===== config.mk =====
export PLATFORM = sky130hd
export DESIGN_NAME = dps_sci_ex
export DESIGN_NICKNAME = d
export VERILOG_FILES = /design/src/rtl/dps_sci_ex.sv
export SDC_FILE = /design/constraint.sdc
export NUM_CORES = 1
export LEC_CHECK = 0
export BUFFER_PORTS_ARGS = -buffer_cell sky130_fd_sc_hd__buf_4
export CAP_MARGIN = 20
export CORE_ASPECT_RATIO = 1.25
export CORE_MARGIN = 3
export CORE_UTILIZATION = 56
export DETAILED_ROUTE_END_ITERATION = 6
export GPL_ROUTABILITY_DRIVEN = 0
export HOLD_SLACK_MARGIN = 0.12
export PLACE_DENSITY = 0.87
export RECOVER_POWER = 50
export SYNTH_ARGS = -nofsm -noshare
export SYNTH_HDL_FRONTEND = slang
export SYNTH_SLANG_ARGS = --single-unit
export TNS_END_PERCENT = 10

===== constraint.sdc =====
create_clock -name iIF_CLOCK -period 3.5 [get_ports iIF_CLOCK]
set_input_delay 0.35 -clock iIF_CLOCK [delete_from_list [all_inputs] [get_ports iIF_CLOCK]]
set_output_delay 0.35 -clock iIF_CLOCK [all_outputs]
set_load 0.02 [all_outputs]

===== src/rtl/dps_sci_ex.sv =====
// dps_sci_ex: DPS bus SCI with UART TX/RX engines, FIFOs, baud divisor and level interrupts
module dps_sci_ex_fifo #(
   parameter int W = 8,
   parameter int N = 4
) (
   input  logic         clk,
   input  logic         rst_n,
   input  logic         flush,
   input  logic         push,
   input  logic         pop,
   input  logic [W-1:0] wdata,
   output logic [W-1:0] rdata,
   output logic [5:0]   count,
   output logic         full,
   output logic         empty,
   output logic         do_push,
   output logic         do_pop
);
   logic [W-1:0] mem_q [2**N];
   logic [N-1:0] wp_q, wp_d, rp_q, rp_d;
   logic [N:0]   cnt_q, cnt_d;
   always_comb begin
      empty   = cnt_q == '0;
      full    = cnt_q[N];
      do_pop  = pop & ~empty & ~flush;
      do_push = push & (~full | do_pop) & ~flush;
      wp_d    = flush ? '0 : wp_q + N'(do_push);
      rp_d    = flush ? '0 : rp_q + N'(do_pop);
      cnt_d   = flush ? '0 : cnt_q + (N+1)'(do_push) - (N+1)'(do_pop);
      count   = 6'(cnt_q);
      rdata   = mem_q[rp_q];
   end
   always_ff @(posedge clk) begin
      if (!rst_n) begin
         wp_q  <= '0;
         rp_q  <= '0;
         cnt_q <= '0;
      end else begin
         wp_q  <= wp_d;
         rp_q  <= rp_d;
         cnt_q <= cnt_d;
      end
   end
   always_ff @(posedge clk) if (do_push) mem_q[wp_q] <= wdata;
endmodule

module dps_sci_ex #(
   parameter int                     P_FIFO_DEPTH_N = 4,
   parameter int                     P_DIV_WIDTH    = 16,
   parameter logic [P_DIV_WIDTH-1:0] P_BAUDDIV_RST  = 16'd433
) (
   input  logic        iIF_CLOCK,
   input  logic        inRESET,
   input  logic        iREQ_VALID,
   output logic        oREQ_BUSY,
   input  logic        iREQ_RW,
   input  logic [2:0]  iREQ_ADDR,
   input  logic [31:0] iREQ_DATA,
   output logic        oREQ_VALID,
   output logic [31:0] oREQ_DATA,
   output logic        oIRQ_VALID,
   input  logic        iIRQ_ACK,
   output logic        oLSFLAGS_TIRE_IRQ,
   output logic        oLSFLAGS_RIRE_IRQ,
   output logic        oUART_TXD,
   input  logic        iUART_RXD
);
   typedef enum logic [2:0] {S_IDLE, S_START, S_DATA, S_PAR, S_STOP} bit_st_e;
   typedef enum logic [1:0] {I_IDLE, I_PEND, I_WAIT} irq_st_e;
   logic [20:0]            cfg_q, cfg_d;
   logic [3:0]             stat_q, stat_d;
   logic [P_DIV_WIDTH-1:0] div_q, div_d, div_eff;
   logic                   rvalid_q, rvalid_d;
   logic [31:0]            rdata_q, rdata_d, rx_word, stat_word, rd_val;
   bit_st_e                tx_st_q, tx_st_d, rx_st_q, rx_st_d;
   logic [P_DIV_WIDTH-1:0] tx_cnt_q, tx_cnt_d, rx_cnt_q, rx_cnt_d;
   logic [2:0]             tx_bit_q, tx_bit_d, rx_bit_q, rx_bit_d;
   logic [7:0]             tx_sh_q, tx_sh_d, rx_sh_q, rx_sh_d;
   logic                   txd_q, txd_d, rx_pe_q, rx_pe_d;
   logic [2:0]             rxd_q, rxd_d;
   irq_st_e                irq_q, irq_d;
   logic wr, rd, wr_cfg, wr_stat, wr_div, tx_wr, rx_rd, tclr, rclr;
   logic ten, ren, pen, podd, stop2, tie, rie;
   logic [5:0] txthr, rxthr, tx_count, rx_count;
   logic [7:0] tx_rdata;
   logic [9:0] rx_rdata;
   logic tx_full, tx_empty, tx_do_push, tx_do_pop, tx_pop, tx_ovf;
   logic rx_full, rx_empty, rx_do_push, rx_do_pop, rx_push, rx_fe, rx_ovf;
   logic rx_line, rx_prev, tx_src, rx_src, unused_bits;
   assign wr      = iREQ_VALID & iREQ_RW;
   assign rd      = iREQ_VALID & ~iREQ_RW;
   assign tx_wr   = wr & (iREQ_ADDR == 3'd0);
   assign rx_rd   = rd & (iREQ_ADDR == 3'd1);
   assign wr_cfg  = wr & (iREQ_ADDR == 3'd2);
   assign wr_stat = wr & (iREQ_ADDR == 3'd3);
   assign wr_div  = wr & (iREQ_ADDR == 3'd4);
   assign tclr    = wr_cfg & iREQ_DATA[7];
   assign rclr    = wr_cfg & iREQ_DATA[8];
   assign {ten, ren, pen, podd, stop2, tie, rie} = {cfg_q[0], cfg_q[1], cfg_q[2], cfg_q[3], cfg_q[4], cfg_q[5], cfg_q[6]};
   assign txthr   = cfg_q[14:9];
   assign rxthr   = cfg_q[20:15];
   assign div_eff = (div_q < P_DIV_WIDTH'(3)) ? P_DIV_WIDTH'(3) : div_q;
   assign rx_line = rxd_q[1];
   assign rx_prev = rxd_q[2];
   assign tx_ovf  = tx_wr & ~tx_do_push & ~tclr;
   assign rx_ovf  = rx_push & ~rx_do_push & ~rclr;
   assign tx_src  = tie & (tx_count <= txthr);
   assign rx_src  = rie & (((rxthr != 6'd0) & (rx_count >= rxthr)) | (|stat_q[2:0]));
   assign unused_bits = ^{iREQ_DATA[31:21], rx_full, tx_do_pop, rx_do_pop};
   assign oREQ_BUSY         = tx_full;
   assign oREQ_VALID        = rvalid_q;
   assign oREQ_DATA         = rdata_q;
   assign oIRQ_VALID        = irq_q == I_PEND;
   assign oLSFLAGS_TIRE_IRQ = tx_src;
   assign oLSFLAGS_RIRE_IRQ = rx_src;
   assign oUART_TXD         = txd_q;

   dps_sci_ex_fifo #(.W(8), .N(P_FIFO_DEPTH_N)) u_txf (
      .clk(iIF_CLOCK), .rst_n(inRESET), .flush(tclr), .push(tx_wr), .pop(tx_pop),
      .wdata(iREQ_DATA[7:0]), .rdata(tx_rdata), .count(tx_count), .full(tx_full),
      .empty(tx_empty), .do_push(tx_do_push), .do_pop(tx_do_pop));

   dps_sci_ex_fifo #(.W(10), .N(P_FIFO_DEPTH_N)) u_rxf (
      .clk(iIF_CLOCK), .rst_n(inRESET), .flush(rclr), .push(rx_push), .pop(rx_rd),
      .wdata({rx_pe_q, rx_fe, rx_sh_q}), .rdata(rx_rdata), .count(rx_count), .full(rx_full),
      .empty(rx_empty), .do_push(rx_do_push), .do_pop(rx_do_pop));

   always_comb begin
      tx_st_d  = tx_st_q;
      tx_cnt_d = tx_cnt_q + 1'b1;
      tx_bit_d = tx_bit_q;
      tx_sh_d  = tx_sh_q;
      tx_pop   = 1'b0;
      case (tx_st_q)
         S_IDLE: begin
            tx_cnt_d = '0;
            if (ten & ~tx_empty & ~tclr) begin
               tx_pop  = 1'b1;
               tx_sh_d = tx_rdata;
               tx_st_d = S_START;
            end
         end
         S_START: if (tx_cnt_q == div_eff) begin
            tx_cnt_d = '0;
            tx_bit_d = '0;
            tx_st_d  = S_DATA;
         end
         S_DATA: if (tx_cnt_q == div_eff) begin
            tx_cnt_d = '0;
            tx_bit_d = tx_bit_q + 1'b1;
            if (tx_bit_q == 3'd7) tx_st_d = pen ? S_PAR : S_STOP;
         end
         S_PAR: if (tx_cnt_q == div_eff) begin
            tx_cnt_d = '0;
            tx_bit_d = '0;
            tx_st_d  = S_STOP;
         end
         S_STOP: if (tx_cnt_q == div_eff) begin
            tx_cnt_d = '0;
            tx_bit_d = 3'd1;
            if (!(stop2 & (tx_bit_q == 3'd0))) tx_st_d = S_IDLE;
         end
         default: tx_st_d = S_IDLE;
      endcase
      txd_d = (tx_st_d == S_START) ? 1'b0 : (tx_st_d == S_DATA) ? tx_sh_d[tx_bit_d] :
              (tx_st_d == S_PAR) ? ^tx_sh_d ^ podd : 1'b1;
   end

   // START is sampled half a bit in; later samples land mid-bit at full periods
   always_comb begin
      rxd_d    = {rxd_q[1:0], iUART_RXD};
      rx_st_d  = rx_st_q;
      rx_cnt_d = rx_cnt_q + 1'b1;
      rx_bit_d = rx_bit_q;
      rx_sh_d  = rx_sh_q;
      rx_pe_d  = rx_pe_q;
      rx_push  = 1'b0;
      rx_fe    = 1'b0;
      case (rx_st_q)
         S_IDLE: begin
            rx_cnt_d = '0;
            if (ren & rx_prev & ~rx_line) begin
               rx_pe_d = 1'b0;
               rx_st_d = S_START;
            end
         end
         S_START: if (rx_cnt_q == (div_eff >> 1)) begin
            rx_cnt_d = '0;
            rx_bit_d = '0;
            rx_st_d  = rx_line ? S_IDLE : S_DATA;
         end
         S_DATA: if (rx_cnt_q == div_eff) begin
            rx_cnt_d = '0;
            rx_sh_d  = {rx_line, rx_sh_q[7:1]};
            rx_bit_d = rx_bit_q + 1'b1;
            if (rx_bit_q == 3'd7) rx_st_d = pen ? S_PAR : S_STOP;
         end
         S_PAR: if (rx_cnt_q == div_eff) begin
            rx_cnt_d = '0;
            rx_pe_d  = ^rx_sh_q ^ podd ^ rx_line;
            rx_st_d  = S_STOP;
         end
         S_STOP: if (rx_cnt_q == div_eff) begin
            rx_cnt_d = '0;
            rx_push  = 1'b1;
            rx_fe    = ~rx_line;
            rx_st_d  = S_IDLE;
         end
         default: rx_st_d = S_IDLE;
      endcase
   end

   always_comb begin
      cfg_d     = wr_cfg ? {iREQ_DATA[20:9], 2'b00, iREQ_DATA[6:0]} : cfg_q;
      div_d     = wr_div ? iREQ_DATA[P_DIV_WIDTH-1:0] : div_q;
      stat_d    = (stat_q & ~(wr_stat ? iREQ_DATA[3:0] : 4'h0)) |
                  {tx_ovf, rx_push & rx_pe_q, rx_push & rx_fe, rx_ovf};
      rx_word   = rx_empty ? '0 : {1'b1, 20'h0, rx_rdata[9:8], 1'b0, rx_rdata[7:0]};
      stat_word = {14'h0, rx_st_q != S_IDLE, tx_st_q != S_IDLE, rx_count, tx_count, stat_q};
      rd_val    = (iREQ_ADDR == 3'd1) ? rx_word : (iREQ_ADDR == 3'd2) ? {11'h0, cfg_q} :
                  (iREQ_ADDR == 3'd3) ? stat_word : (iREQ_ADDR == 3'd4) ? 32'(div_q) : '0;
      rvalid_d  = rd;
      rdata_d   = rd ? rd_val : rdata_q;
      irq_d     = ((irq_q == I_IDLE) & (tx_src | rx_src)) ? I_PEND :
                  ((irq_q == I_PEND) & iIRQ_ACK) ? I_WAIT :
                  ((irq_q == I_WAIT) & (~(tx_src | rx_src) | wr_cfg)) ? I_IDLE : irq_q;
   end

   always_ff @(posedge iIF_CLOCK) begin
      if (!inRESET) begin
         cfg_q    <= '0;
         stat_q   <= '0;
         div_q    <= P_BAUDDIV_RST;
         rvalid_q <= 1'b0;
         rdata_q  <= '0;
         tx_st_q  <= S_IDLE;
         tx_cnt_q <= '0;
         tx_bit_q <= '0;
         tx_sh_q  <= '0;
         txd_q    <= 1'b1;
         rx_st_q  <= S_IDLE;
         rx_cnt_q <= '0;
         rx_bit_q <= '0;
         rx_sh_q  <= '0;
         rx_pe_q  <= 1'b0;
         rxd_q    <= '1;
         irq_q    <= I_IDLE;
      end else begin
         cfg_q    <= cfg_d;
         stat_q   <= stat_d;
         div_q    <= div_d;
         rvalid_q <= rvalid_d;
         rdata_q  <= rdata_d;
         tx_st_q  <= tx_st_d;
         tx_cnt_q <= tx_cnt_d;
         tx_bit_q <= tx_bit_d;
         tx_sh_q  <= tx_sh_d;
         txd_q    <= txd_d;
         rx_st_q  <= rx_st_d;
         rx_cnt_q <= rx_cnt_d;
         rx_bit_q <= rx_bit_d;
         rx_sh_q  <= rx_sh_d;
         rx_pe_q  <= rx_pe_d;
         rxd_q    <= rxd_d;
         irq_q    <= irq_d;
      end
   end
endmodule


==> impl_metrics.yaml <==
grt:
  antenna_found_initial: 1
  groute.usage.overall: 0.251
  grt_overflow: 0
  grt_pass1_wl_um: 72300
  grt_pass1_vias: 12300
  grt_max_degree: 87
route:
  remaining_drc_errors: 2
  vias: 12500
  vias_per_cell: 6.22
  postRouteAntennaNets: 0
  detail_route.wl_per_cell_um: 23.6
  drt_pre_antenna_iters: 7
  drt_iter0_markers: 1470
  wl_um: 47400
floorplan:
  die_height_um: 215
  dieArea_um2: 37100
  floorplan.initialDensity: 0.574
  row_count: 75
  die_w_um: 173
  ios: 79
  coreArea_um2: 34000
sta:
  period_share: 0.971
  maxClockFrequency_mhz: 294
  final-max-slew-violation-count: 87
  slew_headroom: -0.0516
  hold_viol_final: 0
  finalClockSkew_ps: 27.3
  setup_viol: 0
  worst-slew-pin-transition_ps: 1580
  period_minus_slack_ps: 3400
pwr:
  power.share.sequential: 0.530
  total_power_mw: 10.6
  powerDensity_nw_per_um2: 482
  pwr-share-comb: 0.042
  p_int_mw: 8.31
  p_switching_mw: 2.25
  clockPowerShare: 0.428
  p_leak_nw: 7.61
  ir_worst_vdd_mv: 0.539
  swShare: 0.213
finish:
  post_layout_nonfiller_instances: 2004
  diodes: 0
  final_common_cell: "edfxtp_1"
  syn_to_final_growth_pct: 12.3
  fill_cells: 2383
  final_nets: 1590
  seqCellArea_um2: 11800
  multiInputGateArea_um2: 7160
  drive_above_1_share: 0.152
  layout_common_cells: "edfxtp_1 (288), dfxtp_1 (151), nand2_1 (138), nor2_1 (106), buf_4 (69)"
cts:
  cts_tree: "built"
  cts_buffer_depth: 3
  clk_latency_ps: 550
  cts_buffers: 42
  root_buffer: "clkbuf_16"
  clkSlewWorstSetupHoldPaths_ps: 60
  cts_sinks: 443
  h-tree-depth: 2
critical_path:
  cp.arrival_ps: 3850
  cp_slowest_cell: "dfxtp_1"
  cp_max_fo: 13
  path_buf_inv: 1
  worstPathRequired_ps: 3950
  crit_chain: "clkbuf_1 > mux4_1 > o22ai_1 > a21oi_1 > mux2_4 > xnor2_2 > xnor3_1 > xnor2_1 > a21boi_1 > a31oi_1"
  start_kind: "flop"
  cp-end-kind: "flop"
  crit_type: "reg2reg"
  max_stage_delay_ps: 690
  crit_family: "multiplexers"
synth:
  synth_cell_types: 77
  syn_area_um2: 19500
  seq_area_frac_synth: 0.603
  yosysWarnings: 0
  ys_ff_latch: 443
  syn_avg_cell_area_um2: 13.7
  syn_inst: 1427
  synth_ff_type: "edfxtp_1"
  synth-edff-count: 288
  synth-async-reset-ratio: 0
placement:
  io_buffer_count: 57
  dp_hpwl_um: 30700
  dp_cells: 1910
worst_hold_path:
  hold_path_class: "in2reg"
job:
  maxCapViolCount: 1
outcome:
  outcome: "finished with violations"
  failed_checks: "DRC, capacitance limit, slew limit"
## sequential cells by signal (all words and copies together), names as in the netlist, 5 cells and up
signal / cells
cfg_q: 19
div_q: 16
oREQ_DATA: 22
rx_cnt_q: 16
rx_sh_q: 8
tx_cnt_q: 16
tx_sh_q: 8
u_rxf.cnt_q: 5
u_rxf.mem_q: 160
u_txf.cnt_q: 5
u_txf.mem_q: 128
## logic make-up (layout without fill, tap and decap cells)
| kind of cell | Yosys count | after routing | share of synthesized area |
|---|---|---|---|
| DFF | 443 | 443 | 0.603 |
| and+or+nand+nor | 434 | 434 | 0.107 |
| AOI/OAI and AO/OA | 147 | 147 | 0.0563 |
| buffers and inverters | 135 | 241 | 0.0343 |
| muxes | 118 | 118 | 0.122 |
| xor gates and xnor gates | 107 | 107 | 0.0499 |
| adders and majority gates | 42 | 42 | 0.0276 |
| other | 1 | 10 | 0.000192 |
## cells in the mapped netlist (14+ instances only)
cell,count,area [µm²]
mux4_1,29,762
clkbuf_1,69,259
and3_1,17,106
ha_1,39,488
nand4_1,15,93.8
nor2b_1,21,131
a21oi_1,20,100
nand3_1,34,170
dfxtp_1,155,3100
and2_1,20,125
xor2_1,67,587
a21boi_0,40,300
mux4_2,55,1240
mux2i_1,20,200
xnor2_1,36,315
inv_1,32,120
o21ai_0,15,75.1
edfxtp_1,288,8650
nor4_1,14,87.6
nor2_1,106,398
nor3_1,22,110
nand2_1,138,518
nand2b_1,14,87.6
## worst register-to-register path: stages, from the launching register on
cell and delay [ps]:
dfxtp_1 690, clkbuf_1 390, mux4_1 420, o22ai_1 380
a21oi_1 120, mux2_4 340, xnor2_2 180, xnor3_1 350
xnor2_1 190, a21boi_1 80, a31oi_1 180
## metrics by stage
stage               setup slack, ps   util  instance area [µm²]  TNS [ps]  hold slack, ps
floorplan                      80.5      -                19500         0             386
global placement                164  0.603                20500         0             401
detailed placement              110  0.603                20500         0             417
CTS                            46.2  0.648                22000         0             139
global route                  -6.27  0.645                21900     -6.27             343
finish                          102  0.645                21900         0             281
## layer usage
| metal | vias up | routed length (µm) | global-route usage |
|---|---|---|---|
| li1 | 5428 | - | - |
| met1 | 6200 | 16900 | 0.305 |
| met2 | 682 | 24700 | 0.449 |
| met3 | 157 | 3500 | 0.0329 |
| met4 | 0 | 2310 | 0.109 |
| met5 | - | 0 | 0 |
## final timing paths
| path | from | to | slack (ps) | cells after the start |
|---|---|---|---|---|
| max | u_txf.rp_q[1] | oUART_TXD | 100 | 10 |
| max reg2reg | u_txf.rp_q[1] | oUART_TXD | 100 | 10 |
| min reg2reg | rxd_q[0] | rxd_q[1] | 460 | 1 |
| min | iREQ_ADDR[1] | stat_q[3] | 280 | 4 |
## repair_timing
| action | in CTS | in global routing |
|---|---|---|
| hold buffers | 15 | 0 |
| buffers inserted | 0 | 1 |
| endpoints found under the hold margin | 20 | 0 |
| gates resized for setup | 0 | 11 |
| setup endpoints to repair | 0 | 28 |
## area by class of cell
cell class / instances / share of cell area
Clock inverter: 23 / 0.0101
Clock buffer: 55 / 0.0530
Timing Repair Buffer: 131 / 0.0410
Sequential cell: 443 / 0.537
Tap cell: 462 / 0.0264
Multi-Input combinational cell: 858 / 0.327
Inverter: 32 / 0.00549
## power groups by stage
stage / sequential (mW) / combinational, mW / clock (mW)
floorplan: 5.71 / 0.253 / 0
global placement: 5.71 / 0.413 / 0
detailed placement: 5.71 / 0.426 / 0
CTS: 5.60 / 0.448 / 4.57
global route: 5.60 / 0.467 / 4.79
finish: 5.60 / 0.441 / 4.52
Power figures use the tool's default switching activity.
